===== config.mk =====
export PLATFORM = sky130hd
export DESIGN_NAME = cpu_stage_sequencer
export DESIGN_NICKNAME = d
export VERILOG_FILES = /design/src/rtl/cpu_seq_pkg.sv /design/src/rtl/cpu_seq_mem_mux.sv /design/src/rtl/cpu_stage_sequencer.sv
export SDC_FILE = /design/constraint.sdc
export NUM_CORES = 1
export LEC_CHECK = 0
export ABC_AREA = 1
export BUFFER_PORTS_ARGS = -buffer_cell sky130_fd_sc_hd__buf_2
export CORE_UTILIZATION = 40
export DETAILED_ROUTE_END_ITERATION = 12
export HOLD_SLACK_MARGIN = 0.05
export PLACE_DENSITY = 0.77
export SLEW_MARGIN = 20
export SYNTH_ARGS = -nofsm -noshare
export SYNTH_HDL_FRONTEND = slang
export SYNTH_SLANG_ARGS = --single-unit
export TNS_END_PERCENT = 10

===== constraint.sdc =====
create_clock -name CLOCK_50 -period 1.8 [get_ports CLOCK_50]
set_clock_uncertainty 0.05 [all_clocks]
set_input_delay 0.36 -clock CLOCK_50 [delete_from_list [all_inputs] [get_ports CLOCK_50]]
set_output_delay 0.36 -clock CLOCK_50 [all_outputs]
set_load 0.02 [all_outputs]

===== src/rtl/cpu_seq_pkg.sv =====
// Shared types and default constants for the CPU stage sequencer.
package cpu_seq_pkg;

  // Encoding is visible on state_dbg, so the values are fixed.
  typedef enum logic [2:0] {
    StIdle    = 3'd0,
    StFetch   = 3'd1,
    StDecode  = 3'd2,
    StExecute = 3'd3,
    StResult  = 3'd4,
    StDone    = 3'd7
  } state_e;

  localparam int unsigned DefAddrW      = 11;
  localparam int unsigned DefDataW      = 32;
  localparam int unsigned DefPcW        = 32;
  localparam int unsigned DefExecCycles = 1;
  localparam int unsigned DefResetPc    = 0;
  localparam int unsigned DefCntW       = 16;
  localparam int unsigned DefWdogCycles = 255;
  localparam int unsigned ExecCntW      = 4;

endpackage


===== src/rtl/cpu_seq_mem_mux.sv =====
// State-selected shared memory-port multiplexer: fetch address in FETCH,
// result write in RESULT, all zero otherwise.
module cpu_seq_mem_mux
  import cpu_seq_pkg::*;
#(
  parameter int unsigned AddrW = DefAddrW,
  parameter int unsigned DataW = DefDataW
) (
  input  state_e             state_i,
  input  logic [AddrW-1:0]   fi_addr_i,
  input  logic [AddrW-1:0]   rm_addr_i,
  input  logic [DataW-1:0]   rm_wdata_i,
  input  logic               rm_we_i,
  output logic [AddrW-1:0]   address_o,
  output logic [DataW-1:0]   data_write_o,
  output logic               write_enable_o
);

  always_comb begin
    address_o      = '0;
    data_write_o   = '0;
    write_enable_o = 1'b0;
    case (state_i)
      StFetch: address_o = fi_addr_i;
      StResult: begin
        address_o      = rm_addr_i;
        data_write_o   = rm_wdata_i;
        write_enable_o = rm_we_i;
      end
      default: ;
    endcase
  end

endmodule


===== src/rtl/cpu_stage_sequencer.sv =====
// Fetch/decode/execute/result sequencer driving a shared memory port.
// Optional handshake watchdog is enabled by defining CPU_SEQ_WATCHDOG_EN.
module cpu_stage_sequencer
  import cpu_seq_pkg::*;
#(
  parameter int unsigned ADDR_W      = DefAddrW,
  parameter int unsigned DATA_W      = DefDataW,
  parameter int unsigned PC_W        = DefPcW,
  parameter int unsigned EXEC_CYCLES = DefExecCycles,
  parameter int unsigned RESET_PC    = DefResetPc,
  parameter int unsigned CNT_W       = DefCntW
`ifdef CPU_SEQ_WATCHDOG_EN
  ,
  parameter int unsigned WDOG_CYCLES = DefWdogCycles
`endif
) (
  input  logic              CLOCK_50,
  input  logic              resetIn,
  input  logic              enable,
  output logic              acknowledge,
  input  logic              run_mode,
  input  logic              bp_en,
  input  logic [PC_W-1:0]   bp_addr,
  output logic              fi_en,
  input  logic              fi_ack,
  input  logic [ADDR_W-1:0] fi_addr,
  output logic              rm_en,
  input  logic              rm_ack,
  input  logic [ADDR_W-1:0] rm_addr,
  input  logic [DATA_W-1:0] rm_wdata,
  input  logic              rm_we,
  input  logic [PC_W-1:0]   rm_pc_next,
  input  logic              exit_code,
  output logic              ir_load,
  output logic [ADDR_W-1:0] address,
  output logic [DATA_W-1:0] dataWrite,
  output logic              writeEnable,
  output logic [PC_W-1:0]   pc,
  output logic [CNT_W-1:0]  instr_count,
  output logic [2:0]        state_dbg,
  output logic              err,
  output logic              exited
);

  state_e              state_q, state_d;
  logic [PC_W-1:0]     pc_q, pc_d;
  logic [CNT_W-1:0]    cnt_q, cnt_d;
  logic [ExecCntW-1:0] exec_q, exec_d;
  logic                exited_q, exited_d;
  logic                err_q, err_d;

`ifdef CPU_SEQ_WATCHDOG_EN
  localparam int unsigned WdogW = $clog2(WDOG_CYCLES + 1);
  logic [WdogW-1:0] wdog_q, wdog_d;
  logic             wdog_expired;
  assign wdog_expired = (wdog_q == WdogW'(WDOG_CYCLES - 1));
`endif

  always_comb begin
    state_d  = state_q;
    pc_d     = pc_q;
    cnt_d    = cnt_q;
    exec_d   = exec_q;
    exited_d = exited_q;
    err_d    = err_q;
`ifdef CPU_SEQ_WATCHDOG_EN
    wdog_d   = '0;
`endif
    case (state_q)
      StIdle: begin
        if (enable) begin
          state_d  = StFetch;
          exited_d = 1'b0;
          err_d    = 1'b0;
        end
      end
      StFetch: begin
        if (fi_ack) begin
          state_d = StDecode;
        end
`ifdef CPU_SEQ_WATCHDOG_EN
        else if (wdog_expired) begin
          state_d = StDone;
          err_d   = 1'b1;
        end else begin
          wdog_d = wdog_q + 1'b1;
        end
`endif
      end
      StDecode: begin
        if (exit_code) begin
          state_d  = StDone;
          pc_d     = PC_W'(RESET_PC);
          exited_d = 1'b1;
        end else begin
          state_d = StExecute;
          exec_d  = ExecCntW'(EXEC_CYCLES - 1);
        end
      end
      StExecute: begin
        if (exec_q == '0) state_d = StResult;
        else              exec_d  = exec_q - 1'b1;
      end
      StResult: begin
        if (rm_ack) begin
          pc_d = rm_pc_next;
          if (cnt_q != '1) cnt_d = cnt_q + 1'b1;
          if (run_mode && !(bp_en && (rm_pc_next == bp_addr))) state_d = StFetch;
          else                                                state_d = StDone;
        end
`ifdef CPU_SEQ_WATCHDOG_EN
        else if (wdog_expired) begin
          state_d = StDone;
          err_d   = 1'b1;
        end else begin
          wdog_d = wdog_q + 1'b1;
        end
`endif
      end
      StDone: begin
        if (!enable) state_d = StIdle;
      end
      default: state_d = StIdle;
    endcase
  end

  always_ff @(posedge CLOCK_50 or negedge resetIn) begin
    if (!resetIn) begin
      state_q  <= StIdle;
      pc_q     <= PC_W'(RESET_PC);
      cnt_q    <= '0;
      exec_q   <= '0;
      exited_q <= 1'b0;
      err_q    <= 1'b0;
`ifdef CPU_SEQ_WATCHDOG_EN
      wdog_q   <= '0;
`endif
    end else begin
      state_q  <= state_d;
      pc_q     <= pc_d;
      cnt_q    <= cnt_d;
      exec_q   <= exec_d;
      exited_q <= exited_d;
      err_q    <= err_d;
`ifdef CPU_SEQ_WATCHDOG_EN
      wdog_q   <= wdog_d;
`endif
    end
  end

  assign fi_en       = (state_q == StFetch);
  assign ir_load     = (state_q == StFetch);
  assign rm_en       = (state_q == StResult);
  assign acknowledge = (state_q == StDone);
  assign state_dbg   = state_q;
  assign pc          = pc_q;
  assign instr_count = cnt_q;
  assign exited      = exited_q;
`ifdef CPU_SEQ_WATCHDOG_EN
  assign err         = err_q;
`else
  // No watchdog: err can never be raised.
  assign err         = 1'b0;
`endif

  cpu_seq_mem_mux #(
    .AddrW(ADDR_W),
    .DataW(DATA_W)
  ) u_mem_mux (
    .state_i       (state_q),
    .fi_addr_i     (fi_addr),
    .rm_addr_i     (rm_addr),
    .rm_wdata_i    (rm_wdata),
    .rm_we_i       (rm_we),
    .address_o     (address),
    .data_write_o  (dataWrite),
    .write_enable_o(writeEnable)
  );

endmodule


==> results.md, run 1 <==
* Arrival time at the worst endpoint at around 1.6 ns
* Synth area leaders: sky130_fd_sc_hd__dfrtp_1 (41%), sky130_fd_sc_hd__nand2_1 (12%), sky130_fd_sc_hd__inv_1 (10%), sky130_fd_sc_hd__nor2_1 (7.5%), sky130_fd_sc_hd__nand3_1 (6.6%)
* Die extent in y at between 90 and 100 µm
* Largest buffer count on any clock path at 2
* CTS tree: yes
* Violated checks: negative setup slack
* Cell count after synthesis at 480
* Clock Latency Late Sink at about 0.30 ns
* Number of pins exceeding their max-slew limit in the final report at 0
* Effective utilization at floorplan at 0.415
* Area inside the core boundary at 0.00826 mm²
* Worst path setup slack after routing at -0.202 ns
* Endpoints failing hold at 0
* Average size of a mapped cell at 7.13 µm²
* Min Tclk post-route at 2.00 ns
* Row count at 33
* Worst Hold Slack at 0.230 ns
* Largest net degree at the start of global routing at 57
* # fillers at 714
* Initial DRT Pass Iterations at 4
* Crit path launch type: register
* Leakage at about 3.2 nW
* Clock-pin slew of the registers on the worst-case setup and hold paths at approximately 0.1 ns
* Number of clock sinks at 56
* Period utilization at 1.11
* Count of input and output buffers at around 230
* Highest clock rate at 500 MHz
* Number of nets still failing antenna checks after routing at 0
* Half-perimeter wire length after detailed placement at between 8000 and 9000 µm
* Portion of synthesized cell area occupied by the leading cell type at 0.409
* PD cells at 1190 mW/mm²
* Max-cap violations at 0
* Worst path required time at 1.39 ns
* Area of the die at a little under 0.009 mm²
* Yosys warning total at 0
* Area of the mapped netlist at 0.00342 mm²
* Category of the most critical setup path: reg -> out
* Core Util, Final at 0.644
* Part of the Yosys area used for sequential elements at 0.409
* Layout cell share with drive strength beyond 1 at 0.422
* Gr ovfl total at 0
* Number of nets in the finished design at 845
* Number of global-route vias before repair at 3572
* Power, Total at about 0.0063 W
* Routability Congestion at 0.838
* Number of primary I/O pins at 228
* Nets in the synthesized netlist at 610
* Global-route wire length before repair at 16800 µm
* Routed wire length per instance at 14.3 µm
* Horizontal die dimension at around 95 µm
* Commonest cells after routing, fill and taps aside: sky130_fd_sc_hd__buf_2 (180), sky130_fd_sc_hd__nand2_1 (106), sky130_fd_sc_hd__inv_1 (89)
* CTS Buf Count at 5
* Total number of H-tree levels at 2
* Status: finished with violations
* Setup repair after global routing missed its margin: true
* Final Setup Violations at 52
* Distinct cell type count of the synthesized netlist at 32
* Path type of the worst min-delay path: in -> reg
* Total number of vias at 3984
* Overall global routing resource usage at 0.242
* Initial antenna violation count at 0
* Layout Area Growth over Synthesis at 55.4%
* Root buffer cell: sky130_fd_sc_hd__clkbuf_8
* Type of destination of the critical path: output port
* Total inserted antenna cells at 0
* Starting DRT DRC Count at between 90 and 100
* DRC violation count after routing at 0
* CP Max Fanout at 14
* Post-Route WL at 11700 µm
* Flip-flop and latch count after synthesis at 56
* Commonest non-fill, non-tap cell in the layout: sky130_fd_sc_hd__buf_2
* Biggest area consumer among synthesized cells: sky130_fd_sc_hd__dfrtp_1
* Peak supply drop at 0.707 mV
* DR vias/cell at 4.85
## cells by family after synthesis
family | count (synthesis) | share of synthesized area
xor+xnor | 27 | 0.0691
compound gates | 41 | 0.0735
buf+inv | 112 | 0.126
simple gates | 239 | 0.307
other cells | 1 | 0.00110
fa+ha+maj | 3 | 0.0110
mux | 1 | 0.00329
flops | 56 | 0.409
## worst paths after layout
path | from | endpoint | slack [ns] | cells past startpoint
max | state_dbg[1]$_DFFE_PN0P_ | dataWrite[21] | -0.20 | 7
min | rm_pc_next[20] | pc[20]$_DFFE_PN0P_ | 0.23 | 3
max reg2reg | state_dbg[1]$_DFFE_PN0P_ | instr_count[8]$_DFFE_PN0P_ | -0.06 | 10
min reg2reg | instr_count[14]$_DFFE_PN0P_ | instr_count[14]$_DFFE_PN0P_ | 0.45 | 1
max in group asynchronous | resetIn | state_dbg[1]$_DFFE_PN0P_ | 0.93 | 3
min in group asynchronous | resetIn | pc[28]$_DFFE_PN0P_ | 0.52 | 3
## report_power, final
group / switching, W / leakage (nW) / internal, W
Combinational: 0.00214 / 2.40 / 0.00139
Sequential: 0.000265 / 0.738 / 0.00169
Clock: 0.000427 / 0.0600 / 0.000423
Total: 0.00283 / 3.20 / 0.00350
## Yosys cell counts (all sizes together)
| library cell | count |
|---|---|
| conb | 1 |
| dfrtp | 56 |
| xnor2 | 15 |
| ha | 3 |
| nor2 | 71 |
| or2 | 1 |
| mux2 | 1 |
| clkbuf | 11 |
| nor3 | 6 |
| o22ai | 2 |
| clkinv | 1 |
| buf | 5 |
| nand3 | 45 |
| a21oi | 2 |
| nand4 | 7 |
| inv | 95 |
| xor2 | 12 |
| a211oi | 1 |
| nor3b | 1 |
| o21ai | 25 |
| a22o | 11 |
| nand2 | 108 |
## critical path, cell delays in order, from the launching register on
cell and delay [ns]:
sky130_fd_sc_hd__dfrtp_1 0.43, sky130_fd_sc_hd__nor2_2 0.13, sky130_fd_sc_hd__inv_2 0.07, sky130_fd_sc_hd__nor2_8 0.13
sky130_fd_sc_hd__inv_8 0.06, sky130_fd_sc_hd__buf_12 0.15, sky130_fd_sc_hd__nor2_1 0.15, sky130_fd_sc_hd__buf_4 0.17
## per-stage QoR
stage               TNS [ns]  instance area [µm²]  instances  worst slack [ns]
detailed placement   -0.0782                 4710        805           -0.0700
global placement     -0.0398                 4710        805           -0.0398
CTS                    -6.55                 5140        820            -0.175
finish                 -5.46                 5320        821            -0.202
global route          -10.26                 5320        821            -0.271
floorplan            -0.0301                 3430        480           -0.0179
## metal layers
metal | vias to the layer above | wire (µm) | global-route usage
met4 | 0 | 193 | 0.0492
met3 | 20 | 772 | 0.0435
met5 | - | 0 | 0
met2 | 156 | 6410 | 0.477
li1 | 1936 | - | -
met1 | 1872 | 4350 | 0.266
## layout make-up
class	count	area, µm²	share of cell area
inverter	96	375	0.0705
timing repair buffer	244	1550	0.290
tap	105	131	0.0247
clock buffer	5	68.8	0.0129
multi-input combinational	312	1750	0.329
sequential	56	1400	0.263
clock inverter	3	46.3	0.00870
## sequential cells by signal, summed over array words and instances, names as in the netlist
| name | cells |
|---|---|
| exec_q | 4 |
| exited | 1 |
| instr_count | 16 |
| pc | 32 |
| state_dbg | 3 |
## what timing repair did
action / CTS / global route
hold buffers: 1 / 0
gates cloned: 1 / 0
pin swaps: 4 / 4
endpoints found under the setup margin: 51 / 98
hold endpoints to repair: 56 / 0
gates resized for setup: 83 / 54
setup buffers: 5 / 1
Power figures use the tool's default switching activity.
==> run 2: changes to the inputs <==
--- a/config.mk
+++ b/config.mk
@@ -7,10 +7,10 @@
 export LEC_CHECK = 0
 export ABC_AREA = 1
 export BUFFER_PORTS_ARGS = -buffer_cell sky130_fd_sc_hd__buf_2
-export CORE_UTILIZATION = 40
+export CORE_UTILIZATION = 43
 export DETAILED_ROUTE_END_ITERATION = 12
 export HOLD_SLACK_MARGIN = 0.05
-export PLACE_DENSITY = 0.77
+export PLACE_DENSITY = 0.82
 export SLEW_MARGIN = 20
 export SYNTH_ARGS = -nofsm -noshare
 export SYNTH_HDL_FRONTEND = slang
==> results.md, run 2 (same netlist as run 1, synthesis figures left out) <==
* PD cells at 1170 mW/mm² (-1.4%)
* Total number of vias at 3908 (-1.9%)
* Final Instance Count excl. Fillers at 815 (-0.73%)
* Number of pins exceeding their max-slew limit in the final report at 0 (unchanged)
* Number of cells after detailed placement at 800 (-0.62%)
* Half-perimeter wire length after detailed placement at 8090 µm (-9.6%)
* Final Setup Violations at 46 (-12%)
* Worst Hold Slack at 0.233 ns (+0.00358 ns)
* Count of input and output buffers at 226 (unchanged)
* # fillers at 669 (-6.3%)
* Setup repair after global routing missed its margin: true
* Worst path required time at 1.39 ns (about the same)
* Routability Congestion at 0.851 (+1.6%)
* Post-Route WL at 11000 µm (-5.9%)
* Flip-flop count of the largest register after layout at 32 (unchanged)
* Die extent in y at 91.2 µm (-3.5%)
* Path type of the worst min-delay path: in -> reg
* Layout Area Growth over Synthesis at 50.2%
* Number of primary I/O pins at 228 (unchanged)
* Number of nets in the finished design at 842 (-0.36%)
* Endpoints failing hold at 0 (unchanged)
* Gr ovfl total at 0 (unchanged)
* Worst Max-Slew Pin Slew at 0.769 ns
* Final total negative setup slack at -5.15 ns (+0.312 ns)
* Commonest non-fill, non-tap cell in the layout: sky130_fd_sc_hd__buf_2
* Row count at 32 (-3.0%)
* CTS Buf Count at 5 (unchanged)
* Largest net degree at the start of global routing at 57 (unchanged)
* Met1 routing resource usage after global routing at 0.281 (+0.0143)
* Area of the die at 0.00832 mm² (-6.8%)
* Min Tclk post-route at 1.97 ns (-0.0335 ns)
* Global-route wire length before repair at 16400 µm (-2.9%)
* Total inserted antenna cells at 0 (unchanged)
* Horizontal die dimension at 91.2 µm (-3.5%)
* Highest clock rate at 508 MHz (+1.7%)
* Arrival time at the worst endpoint at 1.56 ns (-0.03 ns)
* Worst path setup slack after routing at -0.168 ns (+0.0335 ns)
* Most congested layer reported by global routing: met2
* Number of clock sinks at 56 (unchanged)
* Period utilization at 1.09 (-0.0186)
* Number of global-route vias before repair at 3623 (+1.4%)
* Effective utilization at floorplan at 0.443 (+0.0285)
* Total number of H-tree levels at 2 (unchanged)
* Area inside the core boundary at 0.00773 mm² (-6.4%)
* Leakage at 3.13 nW (-2.2%)
* Overall global routing resource usage at 0.245 (+0.00300)
* Area taken by multi-input logic gates at 0.00170 mm² (-2.9%)
* FF/Latch Area at 0.00140 mm² (about the same)
* Worst-case headroom to the max-slew limit at 0.487
* Initial antenna violation count at 0 (unchanged)
* Number of nets still failing antenna checks after routing at 0 (unchanged)
* GR met3 Demand/Resource at 0.0477 (+0.00426)
* Category of the most critical setup path: reg -> out
* Clock Latency Late Sink at 0.31 ns (about the same)
* Type of destination of the critical path: output port
* Core Util, Final at 0.665 (+0.0209)
* Crit path launch type: register
* Root buffer cell: sky130_fd_sc_hd__clkbuf_8
* Commonest cells after routing, fill and taps aside: sky130_fd_sc_hd__buf_2 (192), sky130_fd_sc_hd__nand2_1 (106), sky130_fd_sc_hd__inv_1 (90)
* Max-cap violations at 0 (unchanged)
* Worst setup slack before clock tree synthesis at 0.00798 ns (+0.0780 ns)
* DR vias/cell at 4.80 (-1.2%)
* DRC violation count after routing at 0 (unchanged)
* CP Max Fanout at 8 (-6)
* Clock-pin slew of the registers on the worst-case setup and hold paths at 0.10 ns (about the same)
* Routed wire length per instance at 13.5 µm (-5.2%)
* Largest buffer count on any clock path at 2 (unchanged)
* Peak supply drop at 0.619 mV (-12%)
* Initial DRT Pass Iterations at 4 (unchanged)
* Violated checks: negative setup slack
* CTS tree: yes
* Layout cell share with drive strength beyond 1 at 0.396 (-0.0263)
* Status: finished with violations
* Starting DRT DRC Count at 171 (+73%)
* Global routing met2 resource utilization at 0.451 (-0.0263)
==> run 2: changes by cell type in the layout (fill, tap and decap cells not counted), sizes merged <==
cell / change
clkinvlp: +2
clkbuf: +2
bufinv: -1
inv: -1
buf: -5
==> run 2: per-layer routing <==
layer / up-vias / wire (µm) / share of wire
li1: 1930 / - / -
met1: 1776 / 4210 / 0.38
met3: 32 / 651 / 0.059
met2: 170 / 5820 / 0.53
met5: - / 0 / 0
met4: 0 / 352 / 0.032
==> run 2: worst max-delay path: stages, from the launching register on <==
cell,delay [ns]
sky130_fd_sc_hd__dfrtp_1,0.44
sky130_fd_sc_hd__nor2_2,0.12
sky130_fd_sc_hd__inv_2,0.08
sky130_fd_sc_hd__nor2_8,0.11
sky130_fd_sc_hd__inv_6,0.07
sky130_fd_sc_hd__clkbuf_16,0.18
sky130_fd_sc_hd__nor2_2,0.13
sky130_fd_sc_hd__buf_6,0.13
==> run 2: worst paths after layout <==
| kind | endpoint | from | cells after the start | slack (ns) |
|---|---|---|---|---|
| max in group asynchronous | state_dbg[2]$_DFFE_PN0P_ | resetIn | 3 | 0.90 |
| min in group asynchronous | pc[28]$_DFFE_PN0P_ | resetIn | 3 | 0.51 |
| hold reg to reg | pc[14]$_DFFE_PN0P_ | pc[14]$_DFFE_PN0P_ | 2 | 0.46 |
| setup reg to reg | pc[21]$_DFFE_PN0P_ | state_dbg[2]$_DFFE_PN0P_ | 7 | 0 |
| hold / removal | pc[2]$_DFFE_PN0P_ | rm_pc_next[2] | 3 | 0.23 |
| setup / recovery | dataWrite[23] | state_dbg[1]$_DFFE_PN0P_ | 7 | -0.17 |
==> run 2: what timing repair did <==
action	CTS	global route
cloned	1	2
endpoints found under the setup margin	47	88
gates resized for setup	53	39
pin swaps	1	0
hold endpoints to repair	56	0
buffers inserted	2	1
hold buffers	1	0
==> run 2: final cells by class <==
| class | count | share of cell area |
|---|---|---|
| timing repair buffer | 240 | 0.281 |
| multi-input combinational | 312 | 0.331 |
| timing repair inverter | 1 | 0.00146 |
| tap | 102 | 0.0248 |
| clock inverter | 2 | 0.00316 |
| clock buffer | 6 | 0.0141 |
| inverter | 96 | 0.0716 |
| sequential | 56 | 0.273 |
==> run 2: power breakdown <==
group	switching (W)	internal, W
registers	0.000286	0.00169
clock network	0.000411	0.000278
logic	0.00209	0.00128
total	0.00279	0.00324
==> run 2: through the flow <==
step           instance area (µm²)  power, W
6_report                      5140   0.00603
4_1_cts                       4960   0.00588
3_3_place_gp                  4690   0.00488
2_1_floorplan                 3430   0.00390
5_1_grt                       5140   0.00640
3_5_place_dp                  4690   0.00499
